## src/rtl/pong_game_logic_pkg.sv

```systemverilog
// Shared geometry, speeds and state encoding for the Pong game-state engine.
// The renderer imports the same package so scene geometry cannot diverge.
package pong_game_logic_pkg;

    localparam int SCREEN_W     = 640;
    localparam int SCREEN_H     = 480;
    localparam int BALL_SIZE    = 8;
    localparam int PADDLE_W     = 8;
    localparam int PADDLE_H     = 64;
    localparam int PADDLE_L_X   = 16;
    localparam int PADDLE_R_X   = 616;
    localparam int BALL_SPEED   = 4;
    localparam int PADDLE_SPEED = 4;
    localparam int POINT_FRAMES = 60;
    localparam int WIN_SCORE    = 9;

    localparam int CNT_W = $clog2(POINT_FRAMES);

    typedef enum logic [1:0] {
        ST_SERVE     = 2'd0,
        ST_PLAY      = 2'd1,
        ST_POINT     = 2'd2,
        ST_GAME_OVER = 2'd3
    } game_state_t;

    localparam logic [9:0] BALL_CX      = 10'((SCREEN_W - BALL_SIZE) / 2);
    localparam logic [9:0] BALL_CY      = 10'((SCREEN_H - BALL_SIZE) / 2);
    localparam logic [9:0] PADDLE_CY    = 10'((SCREEN_H - PADDLE_H) / 2);
    localparam logic [9:0] PADDLE_MAX_Y = 10'(SCREEN_H - PADDLE_H);

    // Ball-motion thresholds, signed so a step past the left/top edge compares correctly.
    localparam logic signed [10:0] BALL_STEP  = 11'(BALL_SPEED);
    localparam logic signed [10:0] BALL_MAX_Y = 11'(SCREEN_H - BALL_SIZE);
    localparam logic signed [10:0] HIT_L_X    = 11'(PADDLE_L_X + PADDLE_W);
    localparam logic signed [10:0] HIT_R_X    = 11'(PADDLE_R_X - BALL_SIZE);
    localparam logic signed [10:0] MISS_R_X   = 11'(SCREEN_W - BALL_SIZE);

    function automatic logic overlaps(input logic [9:0] ball_top, input logic [9:0] pad_top);
        logic [10:0] b;
        logic [10:0] p;
        b = {1'b0, ball_top};
        p = {1'b0, pad_top};
        return (b + 11'(BALL_SIZE) > p) && (b < p + 11'(PADDLE_H));
    endfunction

endpackage

```

## src/rtl/pong_game_logic_paddle.sv

```systemverilog
// One paddle: position register, up/down step per frame and clamp to the screen.
module pong_game_logic_paddle
    import pong_game_logic_pkg::*;
(
    input  logic       clk,
    input  logic       rst,
    input  logic       move_en,
    input  logic       center,
    input  logic       up,
    input  logic       dn,
    output logic [9:0] y
);

    localparam logic [9:0] STEP = 10'(PADDLE_SPEED);

    logic [9:0] y_d;

    always_comb begin
        y_d = y;
        if (center) begin
            y_d = PADDLE_CY;
        end else if (move_en && up && !dn) begin
            y_d = (y < STEP) ? 10'd0 : y - STEP;
        end else if (move_en && dn && !up) begin
            y_d = (y > PADDLE_MAX_Y - STEP) ? PADDLE_MAX_Y : y + STEP;
        end
    end

    always_ff @(posedge clk or posedge rst) begin
        if (rst) begin
            y <= PADDLE_CY;
        end else begin
            y <= y_d;
        end
    end

endmodule

```

## src/rtl/pong_game_logic.sv

```systemverilog
// Frame-rate Pong engine: ball motion, collisions, scoring and serve/point/game-over
// sequencing. Everything advances only on frame_tick; outputs hold for the whole frame.
module pong_game_logic
    import pong_game_logic_pkg::*;
(
    input  logic        clk,
    input  logic        rst,
    input  logic        frame_tick,
    input  logic        btn_l_up,
    input  logic        btn_l_dn,
    input  logic        btn_r_up,
    input  logic        btn_r_dn,
    input  logic        serve,
    output logic [9:0]  ball_x,
    output logic [9:0]  ball_y,
    output logic [9:0]  paddleL_y,
    output logic [9:0]  paddleR_y,
    output logic [3:0]  score_l,
    output logic [3:0]  score_r,
    output logic        game_over,
    output game_state_t state_dbg
);

    localparam logic [3:0]       WIN      = 4'(WIN_SCORE);
    localparam logic [CNT_W-1:0] CNT_LAST = CNT_W'(POINT_FRAMES - 1);

    game_state_t       state_q, state_d;
    logic [9:0]        ball_x_d, ball_y_d;
    logic              vx_pos, vx_pos_d, vy_pos, vy_pos_d;
    logic [CNT_W-1:0]  cnt_q, cnt_d;
    logic              scorer_left_q, scorer_left_d;
    logic [3:0]        score_l_d, score_r_d;
    logic signed [10:0] nx, ny;
    logic              hit_l, hit_r;
    logic              paddle_en, paddle_center;

    assign state_dbg     = state_q;
    assign paddle_en     = frame_tick && (state_q != ST_GAME_OVER);
    assign paddle_center = frame_tick && (state_q == ST_GAME_OVER) && serve;

    pong_game_logic_paddle u_paddle_l (
        .clk     (clk),
        .rst     (rst),
        .move_en (paddle_en),
        .center  (paddle_center),
        .up      (btn_l_up),
        .dn      (btn_l_dn),
        .y       (paddleL_y)
    );

    pong_game_logic_paddle u_paddle_r (
        .clk     (clk),
        .rst     (rst),
        .move_en (paddle_en),
        .center  (paddle_center),
        .up      (btn_r_up),
        .dn      (btn_r_dn),
        .y       (paddleR_y)
    );

    // Collisions use the pre-tick paddle positions, which are the current register values.
    always_comb begin
        nx    = $signed({1'b0, ball_x}) + (vx_pos ? BALL_STEP : -BALL_STEP);
        ny    = $signed({1'b0, ball_y}) + (vy_pos ? BALL_STEP : -BALL_STEP);
        hit_l = !vx_pos && (nx <= HIT_L_X) && (ball_x >= HIT_L_X[9:0])
                && overlaps(ball_y, paddleL_y);
        hit_r = vx_pos && (nx >= HIT_R_X) && (ball_x <= HIT_R_X[9:0])
                && overlaps(ball_y, paddleR_y);
    end

    always_comb begin
        state_d       = state_q;
        ball_x_d      = ball_x;
        ball_y_d      = ball_y;
        vx_pos_d      = vx_pos;
        vy_pos_d      = vy_pos;
        cnt_d         = cnt_q;
        scorer_left_d = scorer_left_q;
        score_l_d     = score_l;
        score_r_d     = score_r;
        if (frame_tick) begin
            case (state_q)
                ST_SERVE: begin
                    if (serve) state_d = ST_PLAY;
                end
                ST_PLAY: begin
                    if (ny <= 11'sd0) begin
                        ball_y_d = 10'd0;
                        vy_pos_d = 1'b1;
                    end else if (ny >= BALL_MAX_Y) begin
                        ball_y_d = BALL_MAX_Y[9:0];
                        vy_pos_d = 1'b0;
                    end else begin
                        ball_y_d = ny[9:0];
                    end
                    // A miss also fixes the next serve direction: toward the player who lost.
                    if (hit_l) begin
                        ball_x_d = HIT_L_X[9:0];
                        vx_pos_d = 1'b1;
                    end else if (hit_r) begin
                        ball_x_d = HIT_R_X[9:0];
                        vx_pos_d = 1'b0;
                    end else if (nx <= 11'sd0) begin
                        ball_x_d      = 10'd0;
                        vx_pos_d      = 1'b0;
                        score_r_d     = (score_r == WIN) ? score_r : score_r + 4'd1;
                        scorer_left_d = 1'b0;
                        cnt_d         = '0;
                        state_d       = ST_POINT;
                    end else if (nx >= MISS_R_X) begin
                        ball_x_d      = MISS_R_X[9:0];
                        vx_pos_d      = 1'b1;
                        score_l_d     = (score_l == WIN) ? score_l : score_l + 4'd1;
                        scorer_left_d = 1'b1;
                        cnt_d         = '0;
                        state_d       = ST_POINT;
                    end else begin
                        ball_x_d = nx[9:0];
                    end
                end
                ST_POINT: begin
                    if (cnt_q == CNT_LAST) begin
                        cnt_d = '0;
                        if ((scorer_left_q ? score_l : score_r) == WIN) begin
                            state_d = ST_GAME_OVER;
                        end else begin
                            ball_x_d = BALL_CX;
                            ball_y_d = BALL_CY;
                            state_d  = ST_SERVE;
                        end
                    end else begin
                        cnt_d = cnt_q + 1'b1;
                    end
                end
                ST_GAME_OVER: begin
                    if (serve) begin
                        score_l_d = 4'd0;
                        score_r_d = 4'd0;
                        ball_x_d  = BALL_CX;
                        ball_y_d  = BALL_CY;
                        vx_pos_d  = 1'b1;
                        state_d   = ST_SERVE;
                    end
                end
                default: state_d = ST_SERVE;
            endcase
        end
    end

    always_ff @(posedge clk or posedge rst) begin
        if (rst) begin
            state_q       <= ST_SERVE;
            ball_x        <= BALL_CX;
            ball_y        <= BALL_CY;
            vx_pos        <= 1'b1;
            vy_pos        <= 1'b1;
            cnt_q         <= '0;
            scorer_left_q <= 1'b0;
            score_l       <= 4'd0;
            score_r       <= 4'd0;
            game_over     <= 1'b0;
        end else begin
            state_q       <= state_d;
            ball_x        <= ball_x_d;
            ball_y        <= ball_y_d;
            vx_pos        <= vx_pos_d;
            vy_pos        <= vy_pos_d;
            cnt_q         <= cnt_d;
            scorer_left_q <= scorer_left_d;
            score_l       <= score_l_d;
            score_r       <= score_r_d;
            game_over     <= (state_d == ST_GAME_OVER);
        end
    end

endmodule
```

## config.mk

```make
export PLATFORM = sky130hd
export DESIGN_NAME = pong_game_logic
export DESIGN_NICKNAME = d
export VERILOG_FILES = /design/src/rtl/pong_game_logic_pkg.sv /design/src/rtl/pong_game_logic_paddle.sv /design/src/rtl/pong_game_logic.sv
export SDC_FILE = /design/constraint.sdc
export NUM_CORES = 1
export LEC_CHECK = 0
export ABC_CLOCK_PERIOD_IN_PS = 4300
export CAP_MARGIN = 5
export CORE_MARGIN = 2
export CORE_UTILIZATION = 25
export CTS_BUF_LIST = sky130_fd_sc_hd__clkbuf_8
export DETAILED_ROUTE_END_ITERATION = 8
export DONT_BUFFER_PORTS = 1
export SLEW_MARGIN = 20
export SYNTH_ARGS = -nofsm -noshare
export SYNTH_HDL_FRONTEND = slang
export SYNTH_SLANG_ARGS = --single-unit
export TNS_END_PERCENT = 50
```

## constraint.sdc

```tcl
create_clock -name clk -period 4.3 [get_ports clk]
set_clock_uncertainty 0.2 [all_clocks]
set_input_delay 1.29 -clock clk [delete_from_list [all_inputs] [get_ports clk]]
set_output_delay 1.29 -clock clk [all_outputs]
set_load 0.02 [all_outputs]
```

==> results.tsv <==
stage	metric	value	unit
routing	Avg WL per Cell	16.6	um
synthesis	synth unique cells	74	
status	status	completed	
worst_setup_path	crit-path cells	inv_1, ha_1, a21o_1, a311o_1, o22a_1, or4_1, nor4_1, a21o_1, or3_1, mux2_4	
worst_setup_path	Crit Path Category	register to register	
floorplan	I/O pin count	59	
clock_network	CTS tree	built	
clock_network	Setup Fix Bufs, Post-CTS	0	
global_routing	Congestion Overflow GR	0	
clock_network	Max clock buf depth	2	
synthesis	synth warn	0	
place	# port buffers	0	
power_and_ir_drop	combinational power share	70.0	%
floorplan	Core Footprint	0.0210	mm^2
clock_network	Clk Latency, worst-skew pair	340	ps
sta	number of max-slew violations in the final report	0	
layout	fin cells	939	
worst_setup_path	FF-to-FF End	scorer_left_q$_DFFE_PP0P_	
place	Place WS	294	ps
routing	Post-DRT Antenna Nets	0	
clock_network	clk sinks	52	
routing	residual DRC count	0	
power_and_ir_drop	switching component of the power	2.91	mW
synthesis	Synth Cell Area	0.00531	mm^2
clock_network	clock transition at the registers of the reported paths	110	ps
layout	post-layout util	27.5	%
hold_path	Hold Crit Start	vy_pos$_DFFE_PP1P_	
worst_setup_path	Worst R2R Path Depth	10	
synthesis	Post-synth EDFFs	0	
worst_setup_path	most frequent cell on the critical path	a21o_1	
floorplan	Die Ht	150	um
hold_path	hold path endpoint	vy_pos$_DFFE_PP1P_	
floorplan	starting density of the core	25.3	%
global_routing	vias in the first global route	4552	
floorplan	die footprint	0.0224	mm^2
global_routing	first-pass GRT wire length	24400	um
worst_setup_path	CP Data Required Time	4340	ps
sta	final worst setup slack	223	ps
layout	layout cell share with drive strength beyond 1	9.19	%
clock_network	# hold bufs at CTS	0	
layout	ant diodes	0	
sta	RSZ-0062 raised after global routing	false	
sta	FMAX	245	MHz
hold_path	hold path depth	2	
sta	Total Neg Setup Slack	0	ps
worst_setup_path	startpoint type of the worst setup path	register	
power_and_ir_drop	Final Power	5.24	mW
routing	drt total wl	15600	um
worst_setup_path	crit-path max cell delay	620	ps
routing	Pre-antenna DRT Iters	5	
synthesis	Synth Flop Type	dfrtp_1	
worst_setup_path	Worst R2R Setup Slack	220	ps
layout	Final Cell Area	0.00577	mm^2
synthesis	flops & latches, synth	52	
place	gpl congestion	0.908	
routing	Via density	5.31	
global_routing	largest net degree at the start of global routing	41	
sta	Worst Max-Slew Pin Slew	912	ps
synthesis	Synth Area per Inst	8.07	um^2
synthesis	sequential fraction of the synthesis area	24.9	%
synthesis	Syn Inst Count	658	
sta	Final period util	94.8	%
place	Placed Area	0.00567	mm^2
sta	Slew headroom	38.9	%
layout	fillers	2278	
sta	Hold Violations, Final	0	
global_routing	initial antenna violation count	0	
hold_path	Hold Path Class	register to register	
power_and_ir_drop	clock power share	6.3	%
worst_setup_path	RR Startpoint	vx_pos$_DFFE_PP1P_	
routing	routed via count	4984	
sta	final setup violation count	0	
layout	Final nets	739	
place	number of placed instances, taps included	931	
layout	Area Overhead vs Synth	8.60	%
clock_network	CTS buffer count	5	
power_and_ir_drop	maximum vdd drop	0.357	mV
worst_setup_path	critical path endpoint category	register	
clock_network	Root Buffer	clkbuf_8	
power_and_ir_drop	LEAKAGE	2.48	nW
worst_setup_path	slowest stage cell, crit path	dfstp_2	
worst_setup_path	CP arrival	4110	ps
place	HPWL after detailed placement	12000	um
flow_run	max_cap viols	0	
floorplan	FP Rows	53	
power_and_ir_drop	sequential share of power	23.8	%
clock_network	H-tree depth	2	
routing	First DRT Iteration DRCs	350	
sta	Min Hold Slack	319	ps
power_and_ir_drop	Internal	2.33	mW
global_routing	all-layer global routing usage	13.7	%
floorplan	Die Span X	150	um
synthesis	Post-synth ARST share	100	%
sta	minimum clock period	4080	ps
worst_setup_path	Worst Path Max Fanout	11	
power_and_ir_drop	Pwr per Cell Area	909	mW/mm^2
power_and_ir_drop	Sw Share	55.5	%
clock_network	Post-CTS Resized	0	
-- worst max-delay path by stage --
stage,start,end,slack (ps),depth (start not counted)
floorplan,ball_x[2]$_DFFE_PP1P_,scorer_left_q$_DFFE_PP0P_,540,12
detailed placement,vx_pos$_DFFE_PP1P_,scorer_left_q$_DFFE_PP0P_,290,10
global placement,ball_y[5]$_DFFE_PP1P_,scorer_left_q$_DFFE_PP0P_,340,12
finish,vx_pos$_DFFE_PP1P_,scorer_left_q$_DFFE_PP0P_,220,10
CTS,vx_pos$_DFFE_PP1P_,scorer_left_q$_DFFE_PP0P_,280,10
global route,vx_pos$_DFFE_PP1P_,scorer_left_q$_DFFE_PP0P_,30,10
-- Yosys cell counts (all sizes together) (5+ instances only) --
master	instances	area share [%]
ha	66	16
nand2	58	4.1
a21oi	56	5.3
nor2	53	3.7
inv	52	3.7
o21ai	42	4.0
dfrtp	34	16
nand3	27	2.5
nor3	19	1.9
dfstp	18	8.9
xnor2	16	2.6
clkbuf	14	0.99
buf	12	1.6
o31ai	12	1.7
nor2b	11	1.4
a31oi	10	1.2
nand4	10	1.2
a21o	8	1.1
a211oi	7	1.1
nand2b	7	0.82
nor4	7	0.82
o211ai	7	0.99
mux2i	6	1.1
o21a	6	0.85
xor2	6	0.99
a32o	5	0.94
and3	5	0.59
o221a	5	1.1
-- registers in the layout, summed over array words and instances, names as in the netlist --
signal and flops:
ball_x 8, ball_y 8, cnt_q 6, game_over 1
score_l 4, score_r 4, scorer_left_q 1, state_dbg 2
u_paddle_l.y 8, u_paddle_r.y 8, vx_pos 1, vy_pos 1
-- area by class of cell --
type                       count  area, um^2  area share [%]
tap                          275         344            5.97
sequential                    52        1320            23.0
inverter                      52         195            3.38
clock buffer                   6        82.6            1.43
multi-input combinational    535        3680            63.8
clock inverter                 2        15.0           0.260
timing repair buffer          17         128            2.21
-- per-layer routing --
layer  global-route usage, %  share of wire (%)
met1                    17.8                 45
met4                    4.67                2.4
met2                    21.8                 46
met5                       0                  0
met3                    3.72                7.3
-- logic make-up (layout without fill, tap and decap cells) --
kind of cell	after synthesis	in the layout	share of synthesized area, %
and+or+nand+nor	222	222	20.8
AOI/OAI and AO/OA	205	205	26.0
buffers and inverters	78	77	6.29
adders and majority gates	68	68	16.3
DFF	52	52	24.9
xor gates and xnor gates	22	22	3.63
muxes	10	10	2.05
other	1	8	0.0706
-- worst max-delay path: cells and delay by family (launching register included) --
family,cells,cell delay [ps]
AND/OR/NAND/NOR,3,1130
AO/OA/AOI/OAI,4,1040
flip-flops,1,620
adder cells (fa/ha/maj),1,450
multiplexers,1,320
buffers and inverters,1,210
-- cells in the final DEF, fill, tap and decap left out, types with 4 or more instances in the layout --
cell | netlist | routed
nor3b_1 | 4 | 4
o21ai_0 | 41 | 41
o211ai_1 | 7 | 7
buf_4 | 8 | 17
nor4b_1 | 4 | 4
xor2_1 | 6 | 6
o31ai_1 | 12 | 12
nor4_1 | 7 | 7
a21oi_1 | 56 | 56
and2_1 | 4 | 4
and3_1 | 5 | 5
o221a_2 | 5 | 5
nor3_1 | 18 | 18
nor2b_1 | 10 | 10
conb_1 | 1 | 8
nand2b_1 | 7 | 7
o31a_1 | 4 | 4
a21o_1 | 8 | 8
nand3_1 | 27 | 27
o21a_1 | 6 | 6
mux2i_1 | 6 | 6
dfrtp_1 | 34 | 34
dfstp_2 | 18 | 18
nand4_1 | 10 | 10
nand2_1 | 58 | 58
ha_1 | 66 | 66
xnor2_1 | 16 | 16
inv_1 | 52 | 51
clkbuf_8 | 0 | 6
nor2_1 | 53 | 53
o221ai_1 | 4 | 4
a311oi_1 | 4 | 4
a32o_1 | 5 | 5
a31oi_1 | 10 | 10
a211oi_1 | 6 | 6
-- power by group through the flow --
stage / Sequential, mW / Clock (mW) / Combinational [mW]
finish: 1.24 / 0.328 / 3.67
global route: 1.30 / 0.352 / 4.06
CTS: 1.25 / 0.337 / 3.63
detailed placement: 1.26 / 0 / 3.60
global placement: 1.26 / 0 / 3.59
floorplan: 1.15 / 0 / 2.83
Note: power is estimated with default switching activity, not from simulation.
==> RTL change: new RTL, config.mk and constraints unchanged <==
Change the package constant `POINT_FRAMES` from 60 to 120.
--- a/src/rtl/pong_game_logic_pkg.sv
+++ b/src/rtl/pong_game_logic_pkg.sv
@@ -11,7 +11,7 @@
     localparam int PADDLE_R_X   = 616;
     localparam int BALL_SPEED   = 4;
     localparam int PADDLE_SPEED = 4;
-    localparam int POINT_FRAMES = 60;
+    localparam int POINT_FRAMES = 120;
     localparam int WIN_SCORE    = 9;
 
     localparam int CNT_W = $clog2(POINT_FRAMES);
Formal check against the unedited RTL: no difference found for any inputs over 4 cycles, from zero or initial values and one cycle with rst high; that may be too few to reach the edited logic, so the function may still have changed.
==> RTL change against the original RTL <==
  * Sequential cell count increased by 1
  * Routed wire length fell by 5.0%
  * Setup slack improved by 27 ps
  * Critical path depth is 3 higher
  * Area after synthesis down 0.66%
  * Final area fell by 1.4%
  * Critical path type unchanged
  * Highest routed layer unchanged
Power is left out: the tool's default activity adds up to more than one toggle a clock period on the data nets, which glitch-free logic cannot reach.
==> RTL change: results (changes against the original RTL) <==
finish:
  fill_cells: 2280  # was 2,278
  fin_nets: 722  # was 739
  drive_gt1_frac: 0.100  # was 0.0919
worst_setup_path:
  startpoint: "ball_y[3]"  # was vx_pos
  cp_max_fo: 8  # was 11
  reg2reg_slack_ps: 250  # was 220 ps
  arrival_ps: 4060  # was 4110 ps
  r2r_cells: 13  # was 10
  worstSetupEndpoint: "cnt_q[2]"  # was scorer_left_q
logic_synthesis:
  synth-seq-area-share: 0.256  # was 0.249
  synth.area.top_cells: "dfrtp_1, ha_1, dfstp_2, a21oi_1, o21ai_0"  # was dfrtp_1, ha_1, dfstp_2, a21oi_1, nand2_1
  synth_common_cells: "ha_1, a21oi_1, nand2_1"  # was ha_1, nand2_1, a21oi_1
  synth_cell_types: 88  # was 74
routing:
  drtIter0Drc: 289  # was 350
  vias: 4821  # was 4,984
  wl_mm: 14.8  # was 15.6 mm
global_route:
  grt_max_degree: 44  # was 41
  use_met1: 0.187  # was 0.178
  use_met3: 0.0327  # was 0.0372
  antenna_found_initial: 0  # unchanged
  grt_first_pass_wirelength_mm: 25.0  # was 24.4 mm
  grtUsageMet2: 0.225  # was 0.218
  grt_pass1_vias: 4773  # was 4,552
sta:
  whs_ps: 310  # was 319 ps
  slew_headroom: 0.457  # was 0.389
clock_tree:
  clk_latency_ps: 320  # was 340 ps
  clk_path_buf_depth: 2  # unchanged
place:
  pre_cts_slack_ps: 299  # was 294 ps
  routabilityCongestion: 0.842  # was 0.908
  hpwlAfterDp_mm: 11.5  # was 12.0 mm
outcome:
  status: "finished clean"  # unchanged
die:
  die_x_um: 149  # was 150 um
## RTL change: cell families (layout without fill, tap and decap cells)
family | after synthesis | after routing | synth area share
XOR/XNOR | 20 | 20 | 0.0346
other | 1 | 8 | 0.000711
AND/OR/NAND/NOR | 223 | 223 | 0.217
flip-flops | 53 | 53 | 0.256
buffers and inverters | 71 | 66 | 0.0595
AO/OA/AOI/OAI | 206 | 206 | 0.262
adder cells (fa/ha/maj) | 68 | 68 | 0.164
multiplexers | 3 | 3 | 0.00617
## RTL change: area by class of cell
| type | instances | area (um^2) | share of cell area |
|---|---|---|---|
| Tap cell | 275 | 344 | 0.0605 |
| Sequential cell | 53 | 1350 | 0.237 |
| Inverter | 49 | 185 | 0.0326 |
| Timing Repair Buffer | 9 | 67.6 | 0.0119 |
| Clock inverter | 1 | 5.00 | 0.000880 |
| Multi-Input combinational cell | 528 | 3640 | 0.640 |
| Clock buffer | 7 | 96.3 | 0.0169 |
## RTL change: worst max-delay path: stages (launching register included)
cell       delay (ps)
dfstp_2           720
and3_1            240
and3_1            200
xnor2_1           180
ha_1              300
a21o_1            190
a21o_1            180
a2111oi_0         360
o21ai_0           220
nand4_1           170
a21oi_1           110
o41ai_4           540
o21ai_1           130
a21o_1            190
## RTL change: per-stage QoR
| step | util | std cells | area (um^2) |
|---|---|---|---|
| floorplan | - | 652 | 5300 |
| global placement | 0.267 | 914 | 5580 |
| detailed placement | 0.267 | 914 | 5580 |
| CTS | 0.272 | 922 | 5690 |
| global route | 0.272 | 922 | 5690 |
| finish | 0.272 | 922 | 5690 |
## RTL change: metal layers
layer | vias up | routed length, um
li1 | 2365 | -
met1 | 2316 | 6910
met2 | 127 | 6810
met3 | 13 | 986
met4 | 0 | 120
met5 | - | 0
